File: config.mk
export PLATFORM = sky130hd
export DESIGN_NAME = round_robin_mux_arbiter
export DESIGN_NICKNAME = d
export VERILOG_FILES = /design/src/rtl/round_robin_mux_arbiter.sv
export SDC_FILE = /design/constraint.sdc
export NUM_CORES = 1
export LEC_CHECK = 0
export CORE_ASPECT_RATIO = 1.4
export CORE_MARGIN = 5
export CORE_UTILIZATION = 31
export CTS_CLUSTER_DIAMETER = 200
export DETAILED_ROUTE_END_ITERATION = 10
export GPL_ROUTABILITY_DRIVEN = 0
export PLACE_DENSITY = 0.87
export SLEW_MARGIN = 10
export SYNTH_ARGS = -nofsm -noshare
export SYNTH_HDL_FRONTEND = slang
export SYNTH_SLANG_ARGS = --single-unit
File: constraint.sdc
create_clock -name clk_in -period 2.41 [get_ports clk_in]
set_input_delay 0.6025 -clock clk_in [delete_from_list [all_inputs] [get_ports clk_in]]
set_output_delay 0.6025 -clock clk_in [all_outputs]
set_load 0.005 [all_outputs]
File: src/rtl/round_robin_mux_arbiter.sv
// round_robin_mux_arbiter: round-robin arbiter muxing NUM_WAY request words into one registered valid/ready output; ROUND_ROBIN_MUX_ARBITER_ROTATE_EN selects rotating (defined) vs fixed way-0-first priority
module round_robin_mux_arbiter #(
  parameter int SINGLE_WAY_WIDTH_IN_BITS = 4,
  parameter int NUM_WAY = 8
) (
  input  logic                                        clk_in,
  input  logic                                        reset_in,
  input  logic [NUM_WAY-1:0]                          request_valid_flatted_in,
  input  logic [SINGLE_WAY_WIDTH_IN_BITS*NUM_WAY-1:0] request_flatted_in,
  output logic [NUM_WAY-1:0]                          issue_ack_out,
  output logic                                        request_valid_out,
  output logic [SINGLE_WAY_WIDTH_IN_BITS-1:0]         request_out,
  output logic [NUM_WAY-1:0]                          request_way_out,
  input  logic                                        request_ready_in
);
  localparam int W = SINGLE_WAY_WIDTH_IN_BITS;
  localparam int N = NUM_WAY;
  logic         load;
  logic [N-1:0] req, grant;
  logic [W-1:0] mux_word;
  logic         valid_q, valid_d;
  logic [W-1:0] data_q, data_d;
  logic [N-1:0] way_q, way_d;
  assign load = !valid_q || request_ready_in;
  assign req = request_valid_flatted_in & {N{load && !reset_in}};
`ifdef ROUND_ROBIN_MUX_ARBITER_ROTATE_EN
  logic [N-1:0]   ptr_q, ptr_d;
  logic [2*N-1:0] dbl_req, dbl_gnt;
  // Subtracting the one-hot pointer from the doubled request vector borrows
  // through to the first request at or above the pointer, wrapping into the upper copy.
  assign dbl_req = {req, req};
  assign dbl_gnt = dbl_req & ~(dbl_req - {{N{1'b0}}, ptr_q});
  assign grant = dbl_gnt[N-1:0] | dbl_gnt[2*N-1:N];
  always_comb begin
    ptr_d = |grant ? {grant[N-2:0], grant[N-1]} : ptr_q;
  end
  always_ff @(posedge clk_in) begin
    if (reset_in) ptr_q <= {{(N-1){1'b0}}, 1'b1};
    else ptr_q <= ptr_d;
  end
`else
  assign grant = req & (~req + N'(1));
`endif
  mux_decoded #(.SINGLE_WAY_WIDTH_IN_BITS(W), .NUM_WAY(N)) u_mux (
    .sel_in          (grant),
    .data_flatted_in (request_flatted_in),
    .data_out        (mux_word)
  );
  always_comb begin
    valid_d = load ? |grant : valid_q;
    data_d  = |grant ? mux_word : data_q;
    way_d   = |grant ? grant : way_q;
  end
  always_ff @(posedge clk_in) begin
    if (reset_in) begin
      valid_q <= 1'b0;
      data_q  <= '0;
      way_q   <= '0;
    end else begin
      valid_q <= valid_d;
      data_q  <= data_d;
      way_q   <= way_d;
    end
  end
  assign issue_ack_out     = grant;
  assign request_valid_out = valid_q;
  assign request_out       = data_q;
  assign request_way_out   = way_q;
endmodule

module mux_decoded #(
  parameter int SINGLE_WAY_WIDTH_IN_BITS = 4,
  parameter int NUM_WAY = 8
) (
  input  logic [NUM_WAY-1:0]                          sel_in,
  input  logic [SINGLE_WAY_WIDTH_IN_BITS*NUM_WAY-1:0] data_flatted_in,
  output logic [SINGLE_WAY_WIDTH_IN_BITS-1:0]         data_out
);
  always_comb begin
    data_out = '0;
    for (int i = 0; i < NUM_WAY; i++)
      data_out |= {SINGLE_WAY_WIDTH_IN_BITS{sel_in[i]}} & data_flatted_in[i*SINGLE_WAY_WIDTH_IN_BITS +: SINGLE_WAY_WIDTH_IN_BITS];
  end
endmodule

==> results.toml <==
[run_status]
status = "complete, but fails checks"
violations = "setup timing"

[worst_setup_path]
rr_startpoint = "request_valid_out"
critPathLaunchType = "input port"
critPathRequiredTime_ps = 1810
critPathBufInv = 4
critPathMostFrequentCell = "buf_6"
worstPathArrival_ps = 1910
end_kind = "primary output"
crit_fanout = 3
timing.critical_path.from = "request_valid_flatted_in[2]"
ff2ff_path_depth = 5
worstPathCellList = "buf_6 -> or4_4 -> nor3_4 -> buf_6 -> buf_6 -> and3_4 -> buf_6"
criticalPathCategory = "in2out"
crit_path_max_incr_delay_ps = 570
path_depth = 7
cp_top_family = "simple AND/OR/NAND/NOR gates"
cp_slowest_cell = "or4_4"

[drt]
drtIter0Drc = 45
drc_errors = 0
antenna_left = 0
routed_wl_mm = 4.136
viasPerCell = 5.212
vias = 1277
drt_first_pass_iters = 4
wire_per_inst_microns = 16.88

[synthesis]
ys_warn_count = 0
avgSynthCellArea_sq_um = 8.522
synth_nets = 149
ys_ff_latch = 13
synthArstFlopShare = 0
ys_types = 37
seq_area_frac_synth = 0.2881
synth_flop_cell = "dfxtp_1"
syn-cell-area_sq_um = 903.4
synth_edf_count = 0
synthCells = 106

[clock_network]
clk_pin_slew_ps = 50
root_buffer = "clkbuf_8"
cts_buffers = 3
clk_path_buf_depth = 2
insertion_delay_ps = 240
htreeDepth = 1
cts_hold_buffers = 0
cts_tree = "yes"
cts_sinks = 13

[final_layout]
seqCellArea_sq_um = 260.3
final_cell_mix = "49 x clkdlybuf4s50_1, 38 x buf_4, 13 x dfxtp_1"
syn_to_final_growth_pct = 114.1
n_antenna_cell = 0
fin_nets = 252
multi_input_area_sq_um = 613.1
nFillCells = 210
mostFrequentLayoutCell = "clkdlybuf4s50_1"
final_util = 0.6790
drive_above_1_share = 0.3365

[floorplan]
rows = 23
die_width_microns = 55.63
chipHeight_microns = 73.87
io_pins = 64
core-area_sq_um = 2849
die_area_sq_um = 4109
start_util = 0.3171

[sta]
fin_setup_tns_ps = -175.7
fmax_ghz = 0.3985
setup_viol = 4
min_period_ps = 2509
drv_slew = 0
tightest_slew_ps = 462.7
rsz0062_at_grt = "yes"
fin_crit_sh = 1.041
finClkSkew_ps = 4.963
fin_ws_ps = -99.12
finalHoldViolations = 0
slew_headroom = 0.6835

[grt]
grt_pass1_vias = 1463
antenna_found_initial = 0
grt_overflow = 0
grt_pass1_wl_mm = 6.727
grt_max_degree = 14
grt_usage = 0.2066

[power]
p_total_w = 0.0006674
power_leakage_nw = 0.8240
p_per_area_nw_per_um2 = 345.0
vdd_drop_max_mv = 0.3152

[run]
drv_cap = 0

[placement]
hpwl_mm = 3.046
io_buffers = 63

[hold_path]
holdCritStartpoint = "request_way_out[0]"
hold_path.class = "reg2reg"
hold_depth = 1
flip-flops by register name, indices dropped and copies added (netlist names):
signal             flops
request_way_out        8
request_out            4
request_valid_out      1
what timing repair did:
item                       CTS  global route
pin swaps                    4             2
gates resized for setup     55             6
setup endpoints to repair    8             5
setup buffers                8             3
per-layer routing:
layer	GRT usage	vias up	wire, microns
met5	0	-	0
met4	0.07297	0	77
met3	0.05272	8	217
met2	0.4289	49	2369
met1	0.1896	606	1471
li1	-	614	-
area by class of cell:
class	instances	area share
sequential	13	0.1345
inverter	3	0.005821
timing repair buffer	106	0.4955
tap	37	0.02393
multi-input combinational	82	0.3169
clock buffer	4	0.02329
Yosys cell counts (all sizes together) (2+ instances only):
cell type | n | share of area
a21oi | 6 | 0.042
a221oi | 4 | 0.039
nor2b | 4 | 0.028
and2b | 3 | 0.028
a221o | 3 | 0.033
a2111oi | 3 | 0.029
buf | 5 | 0.054
o311a | 3 | 0.033
inv | 3 | 0.012
o22ai | 3 | 0.021
nand2b | 4 | 0.028
nor3 | 10 | 0.055
a32oi | 2 | 0.019
nand2 | 4 | 0.017
nor2 | 10 | 0.042
a22oi | 2 | 0.017
or2b | 2 | 0.018
dfxtp | 13 | 0.29
and3 | 5 | 0.035
nor4 | 3 | 0.021
clkbuf | 3 | 0.029
o21ai | 2 | 0.011
per-stage QoR:
stage               std cells  hold WS (ps)  setup WS [ps]  cell area, sq um
global placement          230         466.6         -716.0              1745
finish                    245         478.0         -99.12              1934
detailed placement        230         467.0         -752.7              1745
global route              245         503.0         -148.7              1934
floorplan                 106         473.3          6.439             903.4
CTS                       242         479.4         -103.1              1896
where the power goes:
part           switching (W)  internal [W]  leakage, nW
clock              0.0000774      0.000117       0.0228
sequential        0.00000605      0.000226        0.107
combinational      0.0000904      0.000151        0.695
total               0.000174      0.000494        0.824
path summary, 6_finish.rpt:
check,endpoint,slack (ps)
setup / recovery,issue_ack_out[7],-100
hold / removal,request_way_out[0],480
setup reg to reg,request_out[1],880
hold reg to reg,request_way_out[0],480
logic make-up (layout without fill, tap and decap cells):
kind of cell	Yosys count	after routing	synth area share
and+or+nand+nor	49	49	0.3061
AOI/OAI and AO/OA	33	33	0.3103
DFF	13	13	0.2881
buffers and inverters	11	113	0.09555
(Power assumes the default switching activity.)
